==> src/rtl/svo_defines.sv <==
// Shared constants for the source scheduler: source IDs, FSM encoding and
// the watchdog counter width helper.
package svo_defines;

  localparam logic SRC_A = 1'b0;
  localparam logic SRC_B = 1'b1;

  typedef enum logic {
    RUN  = 1'b0,
    WAIT = 1'b1
  } sched_state_e;

  // Counter only has to reach limit-1, so clog2(limit) bits are enough.
  function automatic int stall_cnt_w(input int limit);
    return (limit < 2) ? 1 : $clog2(limit);
  endfunction

  localparam int STALL_LIMIT_DEF = 1024;
  localparam int STALL_CNT_W_DEF = stall_cnt_w(STALL_LIMIT_DEF);

endpackage

==> src/rtl/svo_src_sched_if.sv <==
// Pixel AXI-stream bundle (tvalid/tready/tdata/tuser) with source/sink views.
interface svo_src_sched_if #(
  parameter int W = 12
);
  logic         tvalid;
  logic         tready;
  logic [W-1:0] tdata;
  logic         tuser;

  modport master (output tvalid, tdata, tuser, input tready);
  modport slave  (input tvalid, tdata, tuser, output tready);
endinterface

==> src/rtl/svo_axis_reg.sv <==
// Single-entry registered AXI-stream slice; one cycle latency, holds the
// beat stable while the sink back-pressures.
module svo_axis_reg #(
  parameter int DATA_W = 12,
  parameter int USER_W = 1
) (
  input  logic              clk,
  input  logic              resetn,
  input  logic              s_valid,
  output logic              s_ready,
  input  logic [DATA_W-1:0] s_data,
  input  logic [USER_W-1:0] s_user,
  output logic              m_valid,
  input  logic              m_ready,
  output logic [DATA_W-1:0] m_data,
  output logic [USER_W-1:0] m_user
);

  assign s_ready = !m_valid || m_ready;

  always_ff @(posedge clk) begin
    if (!resetn) begin
      m_valid <= 1'b0;
      m_data  <= '0;
      m_user  <= '0;
    end else if (s_ready) begin
      m_valid <= s_valid;
      if (s_valid) begin
        m_data <= s_data;
        m_user <= s_user;
      end
    end
  end

endmodule

==> src/rtl/svo_src_sched.sv <==
// Frame-synchronous A/B pixel source scheduler: switches only on SOF pairs,
// parks the idle source at its SOF, and falls back when the active one starves.
module svo_src_sched
  import svo_defines::*;
#(
  parameter int SVO_BITS_PER_PIXEL = 12,
  parameter int STALL_LIMIT        = 1024,
  parameter bit DEFAULT_SRC        = 1'b0
) (
  input  logic             clk,
  input  logic             resetn,
  input  logic             sel,
  input  logic             stall_clear,
  svo_src_sched_if.slave   a_axis,
  svo_src_sched_if.slave   b_axis,
  svo_src_sched_if.master  out_axis,
  output logic             cur_src,
  output logic             switch_pending,
  output logic             stall_flag
);

  localparam int               CNT_W   = stall_cnt_w(STALL_LIMIT);
  localparam logic [CNT_W-1:0] CNT_MAX = CNT_W'(STALL_LIMIT - 1);

  sched_state_e                  state, state_nx;
  logic                          run;
  logic [CNT_W-1:0]              wd_cnt;

  logic                          cur_tvalid, cur_tuser, oth_tvalid, oth_tuser;
  logic [SVO_BITS_PER_PIXEL-1:0] cur_tdata;
  logic                          parked, accept, wd_hit;
  logic                          take_sof, take_force, take;
  logic                          cur_tready, oth_tready, slice_valid;

  assign cur_tvalid = (cur_src == SRC_B) ? b_axis.tvalid : a_axis.tvalid;
  assign cur_tuser  = (cur_src == SRC_B) ? b_axis.tuser  : a_axis.tuser;
  assign cur_tdata  = (cur_src == SRC_B) ? b_axis.tdata  : a_axis.tdata;
  assign oth_tvalid = (cur_src == SRC_B) ? a_axis.tvalid : b_axis.tvalid;
  assign oth_tuser  = (cur_src == SRC_B) ? a_axis.tuser  : b_axis.tuser;

  assign parked     = oth_tvalid && oth_tuser;
  assign wd_hit     = (wd_cnt == CNT_MAX);
  assign take_sof   = (state == WAIT) && (sel != cur_src) && cur_tvalid && cur_tuser && parked;
  assign take_force = wd_hit && parked;
  assign take       = take_sof || take_force;

  // On a take cycle the active source's beat (normally its SOF) stays put.
  assign slice_valid = cur_tvalid && run && !take;
  assign cur_tready  = accept && run && !take;
  assign oth_tready  = run && !parked;

  assign a_axis.tready = (cur_src == SRC_A) ? cur_tready : oth_tready;
  assign b_axis.tready = (cur_src == SRC_B) ? cur_tready : oth_tready;

  svo_axis_reg #(
    .DATA_W (SVO_BITS_PER_PIXEL),
    .USER_W (1)
  ) u_out_reg (
    .clk     (clk),
    .resetn  (resetn),
    .s_valid (slice_valid),
    .s_ready (accept),
    .s_data  (cur_tdata),
    .s_user  (cur_tuser),
    .m_valid (out_axis.tvalid),
    .m_ready (out_axis.tready),
    .m_data  (out_axis.tdata),
    .m_user  (out_axis.tuser)
  );

  always_comb begin
    state_nx       = state;
    switch_pending = (state == WAIT);
    unique case (state)
      RUN:  if (!take && (sel != cur_src)) state_nx = WAIT;
      WAIT: if (take || (sel == cur_src)) state_nx = RUN;
    endcase
  end

  always_ff @(posedge clk) begin
    if (!resetn) begin
      state      <= RUN;
      run        <= 1'b0;
      cur_src    <= DEFAULT_SRC;
      wd_cnt     <= '0;
      stall_flag <= 1'b0;
    end else begin
      state <= state_nx;
      run   <= 1'b1;
      if (take) cur_src <= !cur_src;

      // Saturates at the limit so a late-parking source still triggers fallback.
      if (take || (cur_tvalid && cur_tready))
        wd_cnt <= '0;
      else if (run && accept && !cur_tvalid && !wd_hit)
        wd_cnt <= wd_cnt + CNT_W'(1);

      if (take_force)       stall_flag <= 1'b1;
      else if (stall_clear) stall_flag <= 1'b0;
    end
  end

endmodule

==> src/flat_wrapper.sv <==
// flat-port wrapper written by rule: the top's interface ports become plain ports
module svo_src_sched_flat import svo_defines::*;
#(
  parameter int SVO_BITS_PER_PIXEL = 12,
  parameter int STALL_LIMIT        = 1024,
  parameter bit DEFAULT_SRC        = 1'b0
)
  (clk, resetn, sel, stall_clear, cur_src, switch_pending, stall_flag, a_axis_tvalid, a_axis_tdata, a_axis_tuser, a_axis_tready, b_axis_tvalid, b_axis_tdata, b_axis_tuser, b_axis_tready, out_axis_tvalid, out_axis_tdata, out_axis_tuser, out_axis_tready);
  svo_src_sched_if a_axis_i ();
  svo_src_sched_if b_axis_i ();
  svo_src_sched_if out_axis_i ();
  input  logic clk;
  input  logic resetn;
  input  logic sel;
  input  logic stall_clear;
  output logic cur_src;
  output logic switch_pending;
  output logic stall_flag;
  input wire logic [$bits(a_axis_i.tvalid)-1:0] a_axis_tvalid;
  input wire logic [$bits(a_axis_i.tdata)-1:0] a_axis_tdata;
  input wire logic [$bits(a_axis_i.tuser)-1:0] a_axis_tuser;
  output wire logic [$bits(a_axis_i.tready)-1:0] a_axis_tready;
  input wire logic [$bits(b_axis_i.tvalid)-1:0] b_axis_tvalid;
  input wire logic [$bits(b_axis_i.tdata)-1:0] b_axis_tdata;
  input wire logic [$bits(b_axis_i.tuser)-1:0] b_axis_tuser;
  output wire logic [$bits(b_axis_i.tready)-1:0] b_axis_tready;
  output wire logic [$bits(out_axis_i.tvalid)-1:0] out_axis_tvalid;
  output wire logic [$bits(out_axis_i.tdata)-1:0] out_axis_tdata;
  output wire logic [$bits(out_axis_i.tuser)-1:0] out_axis_tuser;
  input wire logic [$bits(out_axis_i.tready)-1:0] out_axis_tready;
  assign a_axis_i.tvalid = a_axis_tvalid;
  assign a_axis_i.tdata = a_axis_tdata;
  assign a_axis_i.tuser = a_axis_tuser;
  assign a_axis_tready = a_axis_i.tready;
  assign b_axis_i.tvalid = b_axis_tvalid;
  assign b_axis_i.tdata = b_axis_tdata;
  assign b_axis_i.tuser = b_axis_tuser;
  assign b_axis_tready = b_axis_i.tready;
  assign out_axis_tvalid = out_axis_i.tvalid;
  assign out_axis_tdata = out_axis_i.tdata;
  assign out_axis_tuser = out_axis_i.tuser;
  assign out_axis_i.tready = out_axis_tready;
  svo_src_sched #(.SVO_BITS_PER_PIXEL(SVO_BITS_PER_PIXEL), .STALL_LIMIT(STALL_LIMIT), .DEFAULT_SRC(DEFAULT_SRC)) u_core (.clk(clk), .resetn(resetn), .sel(sel), .stall_clear(stall_clear), .a_axis(a_axis_i), .b_axis(b_axis_i), .out_axis(out_axis_i), .cur_src(cur_src), .switch_pending(switch_pending), .stall_flag(stall_flag));
endmodule
==> config.mk <==
export PLATFORM = sky130hd
export DESIGN_NAME = svo_src_sched_flat
export DESIGN_NICKNAME = d
export VERILOG_FILES = /design/src/rtl/svo_defines.sv /design/src/rtl/svo_src_sched_if.sv /design/src/rtl/svo_axis_reg.sv /design/src/rtl/svo_src_sched.sv /design/src/flat_wrapper.sv
export SDC_FILE = /design/constraint.sdc
export NUM_CORES = 1
export LEC_CHECK = 0
export CORE_MARGIN = 2
export CORE_UTILIZATION = 48
export CTS_CLUSTER_DIAMETER = 80
export DETAILED_ROUTE_END_ITERATION = 7
export GPL_TIMING_DRIVEN = 0
export PLACE_DENSITY = 0.94
export SLEW_MARGIN = 40
export SYNTH_ARGS = -nofsm -noshare
export SYNTH_HDL_FRONTEND = slang
export SYNTH_SLANG_ARGS = --single-unit
==> constraint.sdc <==
create_clock -name clk -period 3.4 [get_ports clk]
set_input_delay 0.34 -clock clk [delete_from_list [all_inputs] [get_ports clk]]
set_output_delay 0.34 -clock clk [all_outputs]
set_load 0.02 [all_outputs]
Yosys cells after proc, flatten, opt, wreduce, memory -nomap -nowiden
Index checks and enable logic that the tools add are counted.

Register bits after elaboration: 28.

$add $sub $neg: 1. Equal/unequal tests: 3. Multiplexer cells: 13. Bitwise gates (word level): 2. Reductions and logical operators: 28.

Operator list (number): 1-bit logical AND (15); 12-bit 2-to-1 mux (1); 1-bit 2-to-1 mux (11); 10-bit by 1-bit adder with 10-bit output, second input constant (1); 10-bit == test, second input constant (1); 1-bit zero test (6); 1-bit logical OR (4); 1-bit NOT (2); 1-bit case mux with 2 select lines (1); 2-bit AND reduction (1); 2-bit nonzero test (1); 2-bit OR reduction (1); 1-bit == test (1); 1-bit != test (1).

Longest topological paths before layout
Gate-level depths: netlist (run 1).

Word-level depth: 11. Mapped depth: 8. Mapped depth without buffers: 6.

By module
A second synthesis (run 1) with hierarchy kept.

Cell total of the unflattened synthesis: 166. Area, all modules: 1527.7 um2.

Modules (own cells, without submodules): svo_src_sched (instances 1, cells an instance 104, area each 940.9 um2); svo_axis_reg (instances 1, cells an instance 62, area each 586.8 um2).

Worst setup path before layout (run 1)
OpenSTA, ideal clock, no wires.

Kind: reg-to-output. Start point: reg u_core.cur_src. End point: out a_axis_tready. Arrival: 1621 ps. Required time: 3060 ps. Slack: 1439 ps. Cell stages (with the launch flop): 9. Path buffers: 4. Path through: dfxtp_1 -> buf_6 -> buf_4 -> o21ai_2 -> o21ai_2 -> buf_6 -> buf_6 -> nand3b_1 -> a21boi_1.

Longest elaborated chain between the ends: 9. Elaborated cells between the ends (all ways): 17. Those cells by class: eq/ne: 1; mux: 5; reduce/logical: 11.

RTL lines: start: declaration (line svo_src_sched.sv:17) `output logic cur_src,`; start signal: assignment (line svo_src_sched.sv:90) `if (take) cur_src <= !cur_src;`; 1-bit != test (line svo_src_sched.sv:43) `assign take_sof = (state == WAIT) && (sel != cur_src) && cur_tvalid && cur_tuser && parked;`; 1-bit logical AND (4 in a row) (line svo_src_sched.sv:43); 1-bit logical OR (line svo_src_sched.sv:45) `assign take = take_sof || take_force;`; 1-bit zero test (line svo_src_sched.sv:49) `assign cur_tready = accept && run && !take;`; 1-bit logical AND (line svo_src_sched.sv:49); 1-bit 2-to-1 mux (*) (line svo_src_sched.sv:52) `assign a_axis.tready = (cur_src == SRC_A) ? cur_tready : oth_tready;`; end: declaration (line flat_wrapper.sv:22) `output wire logic [$bits(a_axis_i.tready)-1:0] a_axis_tready;`.

Every way passes the cells marked *; elsewhere a longest branch is shown, timed or not.

Worst setup path in the final report (run 1)
Start point: reg u_core.wd_cnt[0]. End point: out a_axis_tready.

Longest elaborated chain between the ends: 6.

RTL lines: start: declaration (line svo_src_sched.sv:27) `logic [CNT_W-1:0] wd_cnt;`; start signal: assignment (line svo_src_sched.sv:96) `wd_cnt <= wd_cnt + CNT_W'(1);`; 10-bit == test (line svo_src_sched.sv:42) `assign wd_hit = (wd_cnt == CNT_MAX);`; 1-bit logical AND (line svo_src_sched.sv:44) `assign take_force = wd_hit && parked;`; 1-bit logical OR (line svo_src_sched.sv:45); 1-bit zero test (line svo_src_sched.sv:49); 1-bit logical AND (line svo_src_sched.sv:49); 1-bit 2-to-1 mux (line svo_src_sched.sv:52).

Every way passes these cells.

==> results by group, run 1 <==
Status
  • Status: completed

Worst setup path
  • R2R setup slack: between 1.5 and 2 ns
  • RR Endpoint: u_core.u_out_reg.m_data[1]
  • Startpoint Class: flip-flop
  • Worst Path Max Fanout: 10
  • CP required: 3.06 ns
  • Crit path capture type: primary output
  • R2R depth: 8
  • Critical R2R Launch: u_core.wd_cnt[0]
  • Critical path class: reg2out
  • Arrival time at the worst endpoint: roughly 2.5 ns

Floorplanning
  • Die Y: 59.91 um
  • Die area: between 3000 and 4000 um^2
  • FP Rows: 20
  • Die X: 59.91 um
  • Io pins: 52
  • Initial Util: 0.4996
  • Area of the core: 3003 um^2

Clock tree
  • Post-CTS setup buffers: 0
  • Post-CTS sizing: 0
  • CTS Hold Bufs: 0
  • H-tree depth: 1
  • Worst-Skew Late Latency: 0.33 ns
  • CTS Root Cell: clkbuf_4
  • Worst-path clk slew: 0.15 ns
  • TritonCTS clock tree: built
  • Clock buffers created by TritonCTS: 3
  • Max clock buf depth: 2
  • Number of clock sinks: 28

Yosys
  • Share of the yosys chip area belonging to registers: 0.3736
  • Cells after Synth: 152
  • Number of synthesized register bits: 28
  • Mapped Area: 1500 um^2
  • Distinct cells, synth: 34
  • Mean Syn Cell Area: 9.870 um^2
  • Syn nets: 186
  • Area leader, netlist: dfxtp_1
  • Synth area leaders: dfxtp_1 37%, mux2i_1 9.3%, a211oi_2 6.7%, a21oi_1 5.7%, xnor2_1 4.7%
  • YS warnings: 0
  • Post-synth top area share: 0.3736

Worst hold path
  • Hold Path Sink: u_core.wd_cnt[1]
  • Hold path start: u_core.wd_cnt[1]
  • Hold WC Path Type: reg2reg
  • Hold depth: 2

Global routing
  • First-pass GRT wire length: ~5700 um
  • GRT Overall Usage: 0.2117
  • Initial antenna violation count: 0
  • Largest net degree at the start of global routing: 17
  • Final global-route overflow total: 0
  • Number of global-route vias before repair: 1,326

Power and ir drop
  • Total leakage power: 0.6895 nW
  • Power Total: 0.7216 mW
  • Worst vdd ir: around 0.00033 V
  • Power Density: around 340 nW/um^2

Finish
  • Multi-input gate area: between 800 and 900 um^2
  • Final net count: 242
  • Finished Core Util: 0.7008
  • Filler Cell Count: 230
  • Commonest non-fill, non-tap cell in the layout: clkdlybuf4s50_1
  • Most frequent cells in the layout: 51 x clkdlybuf4s50_1, 28 x dfxtp_1, 17 x a21oi_1, 14 x mux2i_1, 13 x nor2_1
  • Antenna cells: 0
  • Area growth syn-to-layout: 40.28%
  • FF+latch area: around 560 um^2
  • Share of cells above drive strength 1: 0.1836

Route
  • Via count: approximately 1,300
  • # DRC: 0
  • Post-route ant nets: 0
  • Per-cell routed wire length: 13.95 um
  • Vias per cell: 5.342
  • Initial DRC count: 21
  • Routed wire length: 3348 um
  • Drt first pass iters: 4

STA
  • Setup Skew: 0.004193 ns
  • Fin crit share: 0.8378
  • Slew @ Worst Pin: 0.6514 ns
  • Max Fclk: about 350 MHz
  • # setup viols final: 0
  • Final min period: roughly 2.8 ns
  • TNS Setup: 0 ns
  • Fin. Hold Viols: 0
  • Final Max Tran Viols: 0
  • RSZ-0062 raised after global routing: no
  • Relative slew slack: 0.5657

Placed design
  • Placer congestion estimate: 0.8088
  • DP HPWL: 2574 um
  • Port bufs: 51

Run
  • Max Cap Violations: 0
[final cells by class]
cell class              count  area share
clock inverters             1     0.01427
multi-input cells         112      0.4073
plain buffers               9     0.03389
repair buffers             51      0.2426
clock buffers               3     0.01070
inverters                   3    0.005351
well taps                  33     0.01962
flip-flops and latches     28      0.2663
[critical path, stage by stage (launching register included)]
cell	delay (ns)
dfxtp_1	0.36
ha_1	0.22
nand2_1	0.15
nor3_2	0.08
o21ai_2	0.19
buf_6	0.17
buf_6	0.15
nand3b_1	0.08
a21boi_1	0.13
clkdlybuf4s50_1	0.63
[metal layers]
layer  GRT usage  routed length (um)  vias to the layer above
met5           0                   0                        -
met4     0.07937                  46                        0
li1            -                   -                      655
met1      0.2587                1560                      588
met3     0.03247                 115                        4
met2      0.3711                1626                       35
[stage by stage]
step	cell area [um^2]	hold WS [ns]	setup WS, ns	std cells
floorplan	1500	0.3677	1.439	152
global placement	2052	0.4848	0.6743	236
detailed placement	2052	0.4885	0.6942	236
CTS	2105	0.5082	0.5460	240
global route	2105	0.5497	0.3976	240
finish	2105	0.5125	0.5513	240
[state kept, by name (all words and copies together) (netlist names)]
signal and flops:
u_core.cur_src 1, u_core.u_out_reg.m_user 1, u_core.stall_flag 1, u_core.u_out_reg.m_valid 1
u_core.wd_cnt 10, u_core.run 1, u_core.u_out_reg.m_data 12, u_core.switch_pending 1
[worst max path at each step]
| stage | endpoint | from | slack [ns] |
|---|---|---|---|
| CTS | a_axis_tready | u_core.wd_cnt[0] | 0.55 |
| global placement | a_axis_tready | a_axis_tvalid | 0.67 |
| floorplan | a_axis_tready | u_core.cur_src | 1.44 |
| global route | a_axis_tready | u_core.wd_cnt[0] | 0.40 |
| finish | a_axis_tready | u_core.wd_cnt[0] | 0.55 |
| detailed placement | a_axis_tready | a_axis_tvalid | 0.69 |
[Yosys cell counts, drive strengths merged]
| cell type | number |
|---|---|
| a211oi | 14 |
| a21boi | 1 |
| a21oi | 17 |
| a31oi | 1 |
| and2 | 1 |
| buf | 9 |
| dfxtp | 28 |
| ha | 1 |
| inv | 3 |
| mux2i | 15 |
| nand2 | 10 |
| nand2b | 2 |
| nand3 | 7 |
| nand3b | 3 |
| nand4 | 1 |
| nor2 | 14 |
| nor2b | 2 |
| nor3 | 4 |
| nor3b | 1 |
| nor4 | 4 |
| o21ai | 3 |
| or2 | 1 |
| xnor2 | 9 |
| xor2 | 1 |
[kinds of logic after synthesis]
| logic type | Yosys count | synth area share |
|---|---|---|
| multiplexers | 15 | 0.1084 |
| AO/OA/AOI/OAI | 36 | 0.1777 |
| XOR/XNOR | 10 | 0.06339 |
| buffers and inverters | 12 | 0.05504 |
| AND/OR/NAND/NOR | 50 | 0.2135 |
| adder cells (fa/ha/maj) | 1 | 0.008339 |
| flip-flops | 28 | 0.3736 |
[report_power, final]
group | switching, mW | internal, mW
registers | 0.00896 | 0.343
clock network | 0.100 | 0.119
logic | 0.0688 | 0.0817
total | 0.178 | 0.544
Power figures use the tool's default switching activity.
==> run 2, diff against run 1 <==
CORE_UTILIZATION = 45   (was 48)
PLACE_DENSITY = 0.9   (was 0.94)
clock period = 2.95 ns   (was 3.4 ns; I/O delays follow)
==> run 2 against run 1 <==
  * Count of clock-buffer cells in the layout rose by 1
  * Register-to-register slack got worse by 0.48 ns
  * Critical path depth fell by 1
  * Sequential cell count did not move
  * Die area rose by 6.2%
  * Non-clock buffer count did not move
  * Final area did not move
  * Critical path type unchanged
==> results by group, run 2 (synthesis gave the netlist of run 1 again) <==
Clock tree
  • H-tree depth: 1 (unchanged)
  • Worst-Skew Late Latency: 0.32 ns (about the same)
  • Number of clock sinks: 28 (unchanged)
  • Post-CTS sizing: 0 (unchanged)
  • CTS Root Cell: clkbuf_4
  • Max clock buf depth: 2 (unchanged)
  • CTS Hold Bufs: 0 (unchanged)
  • TritonCTS clock tree: built
  • Worst-path clk slew: 0.14 ns (about the same)
  • Clock buffers created by TritonCTS: 3 (unchanged)
  • Post-CTS setup buffers: 0 (unchanged)

Global routing
  • Initial antenna violation count: 0 (unchanged)
  • Number of global-route vias before repair: 1,276 (-3.8%)
  • GRT Overall Usage: 0.2003 (-0.01140)
  • Final global-route overflow total: 0 (unchanged)
  • Largest net degree at the start of global routing: 16 (-1)
  • First-pass GRT wire length: 5561 um (-2.7%)

STA
  • RSZ-0062 raised after global routing: no
  • Fin crit share: 0.9038
  • Slew @ Worst Pin: 0.7008 ns (+0.04943 ns)
  • Setup Skew: 0.002468 ns (-0.001726 ns)
  • Relative slew slack: 0.5328 (-0.03295)
  • Fin. Hold Viols: 0 (unchanged)
  • Max Fclk: 375.1 MHz
  • WHS: 0.5282 ns (+0.01567 ns)
  • # setup viols final: 0 (unchanged)
  • Final min period: around 2.7 ns
  • TNS Setup: 0 ns (unchanged)
  • Final Max Tran Viols: 0 (unchanged)

Power and ir drop
  • Logic pwr share: 0.228 (+0.020)
  • Clock group share of total power: 0.243 (-0.061)
  • Total leakage power: 0.6926 nW (+0.44%)
  • P_int: 0.5643 mW (+3.8%)
  • Worst vdd ir: 0.0003080 V (-5.8%)
  • Switching portion of total power: 0.2597 (+0.01286)
  • Seq pwr share: 0.530 (+0.043)
  • Power Density: 362.2 nW/um^2 (+5.6%)
  • Net Sw Power: 0.1979 mW (+11%)

Floorplanning
  • Die area: 3812 um^2 (+6.2%)
  • Die Y: 61.74 um (+3.1%)
  • Area of the core: 3103 um^2 (+3.3%)
  • Io pins: 52 (unchanged)
  • Initial Util: 0.4835 (-0.01612)
  • FP Rows: 20 (unchanged)
  • Die X: 61.74 um (+3.1%)

Finish
  • Finished Core Util: 0.6782 (-0.02261)
  • Share of cells above drive strength 1: 0.1836 (unchanged)
  • Commonest non-fill, non-tap cell in the layout: clkdlybuf4s50_1
  • Area growth syn-to-layout: 40.28% (unchanged)
  • Final net count: 242 (unchanged)
  • Largest Register: u_core.u_out_reg.m_data
  • Most frequent cells in the layout: 50 x clkdlybuf4s50_1, 28 x dfxtp_1, 17 x a21oi_1, 14 x mux2i_1, 13 x nor2_1
  • Antenna cells: 0 (unchanged)
  • Max reg flops: 12 (unchanged)
  • Top flop regs: u_core.u_out_reg.m_data (12), u_core.wd_cnt (10)
  • Cell Count, Final, Fillers Out: 251 (+4.6%)
  • Filler Cell Count: 268 (+17%)

Worst setup path
  • Critical R2R Launch: u_core.wd_cnt[0]
  • Arrival time at the worst endpoint: 2.37 ns (-0.14 ns)
  • Critical path class: reg2out
  • Crit path capture type: primary output
  • CP endpoint: b_axis_tready
  • Worst Path Max Fanout: 10 (unchanged)
  • Crit path launch: u_core.wd_cnt[0]
  • R2R setup slack: 1.17 ns (-0.48 ns)
  • CP required: 2.65 ns (-0.41 ns)
  • RR Endpoint: u_core.u_out_reg.m_data[2]
  • R2R depth: 8 (unchanged)
  • Startpoint Class: flip-flop

Route
  • Drt first pass iters: 4 (unchanged)
  • Per-cell routed wire length: 13.65 um (-2.2%)
  • # DRC: 0 (unchanged)
  • Routed wire length: 3426 um (+2.3%)
  • Initial DRC count: 55 (+160%)
  • Via count: 1,277 (-0.39%)
  • Post-route ant nets: 0 (unchanged)
  • Vias per cell: 5.088 (-4.8%)

Run
  • Max Cap Violations: 0 (unchanged)

Placed design
  • Placer congestion estimate: 0.7899 (-2.3%)
  • Placed insts: 247 (+4.7%)
  • Port bufs: 51 (unchanged)
  • DP HPWL: 2646 um (+2.8%)

Worst hold path
  • Hold path start: u_core.u_out_reg.m_data[8]
  • Hold WC Path Type: reg2reg

Status
  • Status: completed
run 2: area by class of cell:
| cell class | count | area [um^2] | share of cell area |
|---|---|---|---|
| buffer | 9 | 71.32 | 0.03389 |
| clock buffer | 4 | 36.28 | 0.01724 |
| timing repair buffer | 51 | 513.0 | 0.2438 |
| sequential | 28 | 560.5 | 0.2663 |
| inverter | 3 | 11.26 | 0.005351 |
| tap | 44 | 55.05 | 0.02616 |
| multi-input combinational | 112 | 857.1 | 0.4073 |
run 2: worst min path at each step:
stage	endpoint	slack, ns	cells past startpoint
after floorplan	u_core.run	0.32	0
after global placement	u_core.wd_cnt[1]	0.49	2
after detailed placement	u_core.wd_cnt[1]	0.51	2
after CTS	u_core.u_out_reg.m_data[6]	0.53	2
after global routing	u_core.run	0.55	1
final	u_core.u_out_reg.m_data[8]	0.53	2
run 2: power by group through the flow:
stage          clock (mW)  sequential, mW  combinational [mW]
2_1_floorplan           0           0.429              0.0658
3_3_place_gp            0           0.411               0.171
3_5_place_dp            0           0.412               0.174
4_1_cts             0.190           0.404               0.175
5_1_grt             0.204           0.406               0.186
6_report            0.185           0.404               0.173
run 2: per-layer routing:
| layer | global-route usage | wire length, um |
|---|---|---|
| met1 | 0.2436 | 1548 |
| met2 | 0.3549 | 1702 |
| met3 | 0.04969 | 147 |
| met4 | 0.04863 | 27 |
| met5 | 0 | 0 |
run 2: per-stage QoR:
stage	total power, mW	setup slack [ns]	area [um^2]
finish	0.7622	0.2839	2105
global route	0.7958	0.1768	2105
CTS	0.7685	0.07702	2102
detailed placement	0.5864	0.2397	2066
global placement	0.5824	0.3064	2066
floorplan	0.4951	1.034	1500
run 2: worst max-delay path, cell delays in order, from the launching register on:
cell,delay (ns)
dfxtp_1,0.41
ha_1,0.20
nand2_1,0.13
nor3_2,0.27
o21ai_2,0.12
buf_6,0.15
a31oi_1,0.16
nor2b_1,0.06
clkdlybuf4s50_1,0.54
